--- src/rtl/sp_ram_bist.sv ---
// March-style BIST for a single-port RAM: write a seeded pattern, read it back,
// then repeat with the inverted seed. Errors are counted and the first failure is logged.

module sp_ram_bist_lane_cmp #(
    parameter int VEC_W = 8
) (
    input  logic [VEC_W-1:0] rd,
    input  logic [VEC_W-1:0] exp,
    output logic             miss
);
    assign miss = (rd != exp);
endmodule

module sp_ram_bist #(
    parameter int RAM_SIZE   = 32768,
    parameter int ADDR_WIDTH = $clog2(RAM_SIZE),
    parameter int DATA_WIDTH = 32
) (
    input  logic                    clk,
    input  logic                    rstn_i,
    input  logic                    start_i,
    input  logic [DATA_WIDTH-1:0]   pattern_i,
    output logic                    busy_o,
    output logic                    done_o,
    output logic                    pass_o,
    output logic [15:0]             err_cnt_o,
    output logic [ADDR_WIDTH-1:0]   fail_addr_o,
    output logic [DATA_WIDTH-1:0]   fail_data_o,
    output logic                    ram_en_o,
    output logic                    ram_we_o,
    output logic [ADDR_WIDTH-1:0]   ram_addr_o,
    output logic [DATA_WIDTH-1:0]   ram_wdata_o,
    output logic [DATA_WIDTH/8-1:0] ram_be_o,
    input  logic [DATA_WIDTH-1:0]   ram_rdata_i
);
    localparam int N         = RAM_SIZE / 4;
    localparam int IW        = ADDR_WIDTH - 2;
    localparam int VEC_W     = 8;
    localparam int NUM_LANES = DATA_WIDTH / VEC_W;
    localparam int STAGES    = 1;

    typedef enum logic [2:0] {IDLE, WRITE, READ, DRAIN, DONE} state_t;

    typedef struct packed {
        logic                  en;
        logic                  we;
        logic [ADDR_WIDTH-1:0] addr;
        logic [DATA_WIDTH-1:0] wdata;
        logic [NUM_LANES-1:0]  be;
    } ram_req_t;

    state_t                state, state_nxt;
    logic [IW-1:0]         idx, idx_nxt;
    logic                  pass, pass_nxt;
    logic [DATA_WIDTH-1:0] pat;
    ram_req_t              req;
    logic                  start_acc;
    logic                  last;
    logic [DATA_WIDTH-1:0] exp_cur, exp_q;
    logic [ADDR_WIDTH-1:0] addr_cur, addr_q;
    logic [STAGES:0]       vld_pipe;
    logic [NUM_LANES-1:0]  lane_miss;
    logic                  mismatch;
    logic                  first_seen;
    logic [15:0]           err_cnt;
    logic [ADDR_WIDTH-1:0] fail_addr;
    logic [DATA_WIDTH-1:0] fail_data;

    assign start_acc = ((state == IDLE) || (state == DONE)) && start_i;
    assign last      = (idx == IW'(N - 1));
    assign exp_cur   = (pass ? ~pat : pat) ^ DATA_WIDTH'(idx);
    assign addr_cur  = {idx, 2'b00};

    always_ff @(posedge clk or negedge rstn_i) begin
        if (!rstn_i) begin
            state <= IDLE;
            idx   <= '0;
            pass  <= 1'b0;
        end else begin
            state <= state_nxt;
            idx   <= idx_nxt;
            pass  <= pass_nxt;
        end
    end

    always_comb begin
        state_nxt = state;
        idx_nxt   = idx;
        pass_nxt  = pass;
        req       = '0;
        case (state)
            IDLE, DONE: begin
                if (start_acc) begin
                    state_nxt = WRITE;
                    idx_nxt   = '0;
                    pass_nxt  = 1'b0;
                end
            end
            WRITE: begin
                req.en    = 1'b1;
                req.we    = 1'b1;
                req.addr  = addr_cur;
                req.wdata = exp_cur;
                req.be    = '1;
                if (last) begin
                    state_nxt = READ;
                    idx_nxt   = '0;
                end else begin
                    idx_nxt = idx + IW'(1);
                end
            end
            READ: begin
                req.en   = 1'b1;
                req.addr = addr_cur;
                if (last) begin
                    state_nxt = DRAIN;
                    idx_nxt   = '0;
                end else begin
                    idx_nxt = idx + IW'(1);
                end
            end
            DRAIN: begin
                idx_nxt = '0;
                if (pass) begin
                    state_nxt = DONE;
                end else begin
                    state_nxt = WRITE;
                    pass_nxt  = 1'b1;
                end
            end
            default: state_nxt = IDLE;
        endcase
    end

    // Read data returns one cycle after the request, so the expected word and
    // its address travel alongside a valid bit to line up with ram_rdata_i.
    assign vld_pipe[0] = (state == READ);

    always_ff @(posedge clk or negedge rstn_i) begin
        if (!rstn_i) begin
            vld_pipe[STAGES:1] <= '0;
            exp_q              <= '0;
            addr_q             <= '0;
        end else begin
            vld_pipe[STAGES:1] <= vld_pipe[STAGES-1:0];
            if (vld_pipe[0]) begin
                exp_q  <= exp_cur;
                addr_q <= addr_cur;
            end
        end
    end

    always_ff @(posedge clk or negedge rstn_i) begin
        if (!rstn_i) begin
            pat <= '0;
        end else if (start_acc) begin
            pat <= pattern_i;
        end
    end

    for (genvar l = 0; l < NUM_LANES; l++) begin : g_lane
        sp_ram_bist_lane_cmp #(.VEC_W(VEC_W)) u_cmp (
            .rd   (ram_rdata_i[l*VEC_W +: VEC_W]),
            .exp  (exp_q[l*VEC_W +: VEC_W]),
            .miss (lane_miss[l])
        );
    end

    assign mismatch = vld_pipe[STAGES] && (|lane_miss);

    always_ff @(posedge clk or negedge rstn_i) begin
        if (!rstn_i) begin
            err_cnt    <= '0;
            first_seen <= 1'b0;
            fail_addr  <= '0;
            fail_data  <= '0;
        end else if (start_acc) begin
            err_cnt    <= '0;
            first_seen <= 1'b0;
            fail_addr  <= '0;
            fail_data  <= '0;
        end else if (mismatch) begin
            if (err_cnt != 16'hFFFF) err_cnt <= err_cnt + 16'd1;
            if (!first_seen) begin
                first_seen <= 1'b1;
                fail_addr  <= addr_q;
                fail_data  <= ram_rdata_i;
            end
        end
    end

    assign busy_o      = (state == WRITE) || (state == READ) || (state == DRAIN);
    assign done_o      = (state == DONE);
    assign pass_o      = done_o && (err_cnt == 16'd0);
    assign err_cnt_o   = err_cnt;
    assign fail_addr_o = fail_addr;
    assign fail_data_o = fail_data;
    assign ram_en_o    = req.en;
    assign ram_we_o    = req.we;
    assign ram_addr_o  = req.addr;
    assign ram_wdata_o = req.wdata;
    assign ram_be_o    = req.be;

endmodule

--- config.mk ---
export PLATFORM = sky130hd
export DESIGN_NAME = sp_ram_bist
export DESIGN_NICKNAME = d
export VERILOG_FILES = /design/src/rtl/sp_ram_bist.sv
export SDC_FILE = /design/constraint.sdc
export NUM_CORES = 1
export LEC_CHECK = 0
export BUFFER_PORTS_ARGS = -buffer_cell sky130_fd_sc_hd__buf_4
export CAP_MARGIN = 0
export CORE_MARGIN = 5
export CORE_UTILIZATION = 48
export CTS_BUF_LIST = sky130_fd_sc_hd__clkbuf_16
export DETAILED_ROUTE_END_ITERATION = 8
export PLACE_DENSITY = 0.75
export SYNTH_ARGS = -nofsm -noshare
export SYNTH_HDL_FRONTEND = slang
export SYNTH_HIERARCHICAL = 1
export SYNTH_SLANG_ARGS = --single-unit
--- constraint.sdc ---
create_clock -name clk -period 2 [get_ports clk]
set_input_delay 0.1 -clock clk [delete_from_list [all_inputs] [get_ports clk]]
set_output_delay 0.1 -clock clk [all_outputs]
set_load 0.05 [all_outputs]
---- Word level (Yosys, flattened, before mapping) ----
Cells that the tools add are included.
operators by class
  add/sub/neg operators ................... 2
  eq/ne operators ......................... 14
  mux-type cells .......................... 26
  bitwise gates (word level) .............. 2
  reduce and logical (&&, ||, !) cells .... 20
operators by type and width
  kind                   number
  $mux 32                4
  $mux 15                4
  $mux 16                3
  $pmux 13 s3            1
  $mux 36                1
  $ne 8x8->1             4
  $not 32->32            1
  $xor 32x13->32         1
  $mux 13                2
  $add 16x1->16 const B  1
  $logic_not 16->1       1
  $ne 16x16->1 const B   1
  $add 13x1->13 const B  1
  $eq 13x13->1 const B   1
  $mux 3                 4
  $pmux 3 s4             1
  $ne 2x2->1 const B     4
  $reduce_and 2->1       4
  $eq 3x2->1 const B     2
  $reduce_bool 2->1      3
  $mux 1                 5
  $reduce_or 2->1        2
  $reduce_or 4->1        1
  $eq 3x1->1 const B     1
  7 further kinds        11
word-level totals
  bits in registers ....................... 159
  input bits .............................. 67
  output and inout port bits .............. 119
  word-level logic and storage cells ...... 75

---- Logic depth before layout (Yosys ltp) ----
  depth in word-level cells ............... 5
  gate-level depth with buffers ........... 8
  mapped depth without buffers ............ 7

---- Modules after synthesis ----
Netlist, hierarchy kept.
modules (own cells, without submodules)
  module                instances  cells each  area an instance (µm²)  sequential area each (µm²)
  sp_ram_bist           1          733         7,186.9                 3,928.8
  sp_ram_bist_lane_cmp  4          11          86.3                    0.0

---- Worst setup path before layout ----
OpenSTA, ideal clock, no wires.
  path type ............................... flip-flop to output port
  start point ............................. reg state[1]
  end point ............................... out ram_addr_o[10]
  arrival time ............................ 2.135 ns
  data required time ...................... 1.900 ns
  path slack .............................. -0.235 ns
  cell stages (with the launch flop) ...... 7
  cell sequence ........................... dfrtp_1 clkbuf_2 nand2b_1 a21oi_1 buf_2 clkbuf_1 and2_1
between the ends
  longest elaborated chain between the ends .. 3
  elaborated cells on any way between the ends .. 4
  those cells by class .................... 2 x eq/ne; 1 x mux; 1 x reduce/logical
RTL lines
  item                                             RTL line  RTL
  start, declared                                  52        state_t state, state_nxt;
  start signal, assigned                           80        state <= state_nxt;
  $eq 3x2->1 / $eq 3x1->1 (equally long branches)  91        case (state)
  $reduce_or 2->1 (no source line) *               n/a
  $mux 15 *                                        91
  end, declared                                    31        output logic [ADDR_WIDTH-1:0] ram_addr_o,
Every way passes the cells marked *; elsewhere a longest branch is shown, timed or not.

---- Worst setup path after layout ----
  start point ............................. reg exp_q[17]
  end point ............................... reg fail_data[8] (netlist: fail_data_o[8])
between the ends
  longest elaborated chain between the ends .. 5
RTL lines
  item                                RTL line  RTL
  start, declared                     59        logic [DATA_WIDTH-1:0] exp_cur, exp_q;
  start signal, assigned              147       exp_q <= exp_cur;
  $ne 8x8->1                          11        assign miss = (rd != exp);
  named net lane_miss[2]              62        logic [NUM_LANES-1:0] lane_miss;
  $reduce_or 4->1                     169       assign mismatch = vld_pipe[STAGES] && (|lane_miss);
  $logic_and 1x1->1                   169
  $reduce_bool 2->1 (no source line)  n/a
  $reduce_and 2->1 (no source line)   n/a
  end signal, assigned                187       fail_data <= ram_rdata_i;
  end, declared                       67        logic [DATA_WIDTH-1:0] fail_data;
The timed path passes the listed nets, and every way through them passes these cells.
A chain may end at the register's enable or synchronous reset.

==> flow_metrics.py <==
metrics = {
    "clock_network": {
        "clk_latency_ps": 430,
        "cts.sinks": 157,
        "numCtsBuffers": 17,
        "cts_max_path_buffers": 2,
        "clk_pin_slew_ps": 60,
        "htreeDepth": 4,
        "root_buffer": "clkbuf_16",
        "cts_tree": "done",
    },
    "timing": {
        "final-hold-violation-count": 0,
        "finalSetupViolCount": 62,
        "finalSetupTns_ps": -10410,
        "worst_hold_slack_ps": 97.7,
        "post-route-min-period_ps": 2230,
        "max_freq_ghz": 0.448,
        "slew_viol_final": 0,
        "finalClockSkew_ps": 10.1,
        "fin_ws_ps": -233,
        "worst_pin_slew_ps": 996,
        "relSlewSlack": 0.330,
        "fin_crit_sh": 1.12,
        "rsz0062_at_grt": "yes",
    },
    "floorplan": {
        "core_area_sq_um": 15300,
        "die_width_microns": 135,
        "die_h_microns": 135,
        "start_util": 0.492,
        "num_rows": 45,
        "dieArea_sq_um": 18300,
        "ioPinCount": 186,
    },
    "logic_synthesis": {
        "yosys_warnings": 6,
        "yosys_most_used_dff": "dfrtp_1",
        "synth-edff-count": 0,
        "yosys.cell_types.count": 56,
        "avgSynthCellArea_sq_um": 9.69,
        "syn_inst": 777,
        "ys_ff_latch": 157,
        "seq_area_frac_synth": 0.522,
        "async_reset_ff_frac": 1.00,
        "synth_area_sq_um": 7530,
    },
    "pwr": {
        "combPwrFrac": 0.098,
        "p_leak_nw": 5.19,
        "p_sw_mw": 1.76,
        "swShare": 0.241,
        "p_per_area_nw_per_um2": 640,
        "p_clk_frac": 0.443,
        "intPower_mw": 5.53,
        "peakVddDrop_v": 0.000630,
        "seqPwrFrac": 0.459,
    },
    "cells_and_area": {
        "final_cell_mix": "nand2_1, buf_4, dfrtp_1, dlygate4sd3_1, a22o_1",
        "fin_util": 0.744,
        "nets": 1120,
        "final_area_sq_um": 11400,
        "fillCellCount": 1030,
        "drive_gt1_frac": 0.349,
        "final-seq-area_sq_um": 3940,
        "multi_input_area_sq_um": 3700,
        "syn2layout_area_growth_pct": 51.3,
    },
    "setup_path": {
        "cp_slowest_cell": "dfrtp_1",
        "cpLargestDelayFamily": "buffers and inverters",
        "worstPathArrival_ps": 2540,
        "path_cells": "xor2_1 -> nor4_2 -> nand2_1 -> buf_6 -> o41ai_4 -> buf_4 -> nor3_4 -> clkbuf_16 -> a22o_1",
        "crit_path_end_kind": "flip-flop",
        "reg2reg_slack_ps": -230,
        "cp-start-kind": "flip-flop",
        "crit_required_ps": 2310,
        "r2r_cells": 9,
        "reg2reg_to": "fail_data_o[8]",
        "cp_num_buf_inv": 3,
        "max_stage_delay_ps": 390,
        "r2r-start": "exp_q[17]",
        "path_max_fanout": 8,
        "crit_type": "reg -> reg",
    },
    "routing": {
        "dr.pass1.iters": 5,
        "vias": 7009,
        "wirelength_microns": 24500,
        "ant_nets": 0,
        "wl_per_cell_microns": 19.3,
        "drtIter0Drc": 483,
        "via_per_inst": 5.50,
        "post-route-drc-count": 0,
    },
    "hold_path": {
        "min_from": "start_i",
        "holdCritPathClass": "in -> reg",
        "min_to": "pass",
        "hold_path_depth": 4,
    },
    "place": {
        "post-place-ws_ps": -225,
        "dp_hpwl_microns": 14800,
        "gp_congestion": 0.869,
        "place_area_sq_um": 9350,
        "io_buffer_count": 181,
    },
    "grt": {
        "grt_max_degree": 79,
        "antenna_found_initial": 1,
        "grt_pass1_vias": 6759,
        "grt_overflow": 0,
        "track_usage": 0.250,
        "grt_pass1_wl_microns": 35800,
    },
    "run_status": {
        "violations": "negative setup slack",
        "status": "finished, violations left",
    },
    "run": {
        "drv_cap": 0,
    },
}
cells in the mapped netlist (2+ instances only):
cell        n  share of area
or4_1       5         0.0050
dfrtp_1   157           0.52
a32o_1      2         0.0027
or3_1       4         0.0033
nand2b_1    3         0.0025
o211ai_1    2         0.0020
and3_1      7         0.0058
or2_2       4         0.0033
nand2_1   188          0.094
a22o_1     45          0.052
xor2_1     43          0.050
clkbuf_1   28          0.014
buf_4       8         0.0080
nor3_1      2         0.0013
and4_1      2         0.0023
xnor2_1    34          0.040
and4_2      2         0.0027
o31ai_1     6         0.0060
nor4_1     14          0.012
and2_1     15          0.012
o311ai_0    2         0.0023
nand4_1     7         0.0058
o41ai_1     2         0.0023
nand3_1    18          0.012
mux2i_1     3         0.0040
nand3b_1    4         0.0040
nor2_1     41          0.020
buf_1       2         0.0010
a31oi_1    14          0.012
nand4_4     2         0.0056
a21oi_1    15          0.010
inv_1       8         0.0040
clkbuf_2    2         0.0013
ha_1        3         0.0050
o21ai_0    45          0.030
buf_2      16          0.011
clkbuf_8    3         0.0055
metrics by stage:
step	instances	power [mW]
2_1_floorplan	780	3.68
3_3_place_gp	1154	3.97
3_5_place_dp	1154	3.98
4_1_cts	1260	7.25
5_1_grt	1274	7.50
6_report	1274	7.30
final cells by class:
type	instances	area share
Clock inverter	14	0.0132
Antenna cell	1	0.000220
Multi-Input combinational cell	555	0.325
Timing Repair Buffer	311	0.252
Sequential cell	157	0.346
Clock buffer	17	0.0373
Tap cell	211	0.0232
Inverter	8	0.00296
worst reg2reg max path, cell delays in order (launching register included):
cell	delay [ps]
dfrtp_1	390
xor2_1	150
nor4_2	280
nand2_1	150
buf_6	150
o41ai_4	320
buf_4	190
nor3_4	70
clkbuf_16	190
a22o_1	200
cells by family after synthesis:
kind of cell | synth area share
buf+inv | 0.0458
xor+xnor | 0.0895
compound gates | 0.132
simple gates | 0.200
flops | 0.522
fa+ha+maj | 0.00498
other cells | 0.000498
mux | 0.00548
state kept, by name (all words and copies together) (netlist names):
register     count
addr_q          13
err_cnt_o       16
exp_q           32
fail_addr_o     13
fail_data_o     32
first_seen       1
idx             13
pass             1
pat             32
state            3
vld_pipe         1
power groups by stage:
| stage | Clock [mW] | Sequential, mW | Combinational, mW |
|---|---|---|---|
| 2_1_floorplan | 0 | 3.51 | 0.179 |
| 3_3_place_gp | 0 | 3.40 | 0.571 |
| 3_5_place_dp | 0 | 3.40 | 0.580 |
| 4_1_cts | 3.22 | 3.34 | 0.688 |
| 5_1_grt | 3.38 | 3.36 | 0.767 |
| 6_report | 3.23 | 3.35 | 0.716 |
what timing repair did:
| item | 4_1_cts | 5_1_grt |
|---|---|---|
| hold buffers | 65 | 0 |
| pin swaps | 25 | 23 |
| hold endpoints to repair | 199 | 0 |
| endpoints found under the setup margin | 110 | 113 |
| gates cloned | 1 | 5 |
| resized for setup | 67 | 74 |
| setup buffers | 9 | 10 |
worst max path at each step:
stage | endpoint | startpoint | cells after the start | slack [ps]
2_1_floorplan | fail_addr_o[10] | exp_q[13] | 8 | -110
3_3_place_gp | fail_data_o[26] | exp_q[29] | 9 | -210
3_5_place_dp | fail_data_o[29] | exp_q[29] | 9 | -220
4_1_cts | fail_data_o[18] | exp_q[22] | 10 | -210
5_1_grt | fail_data_o[8] | exp_q[17] | 9 | -340
6_report | fail_data_o[8] | exp_q[17] | 9 | -230
routing by layer:
layer  routed length (microns)  vias to the layer above  global-route usage
li1                          -                     3201                   -
met1                      9930                     3422               0.324
met2                     12300                      339               0.405
met3                      1590                       47              0.0520
met4                       716                        0               0.111
met5                         0                        -                   0
(Power assumes the default switching activity.)
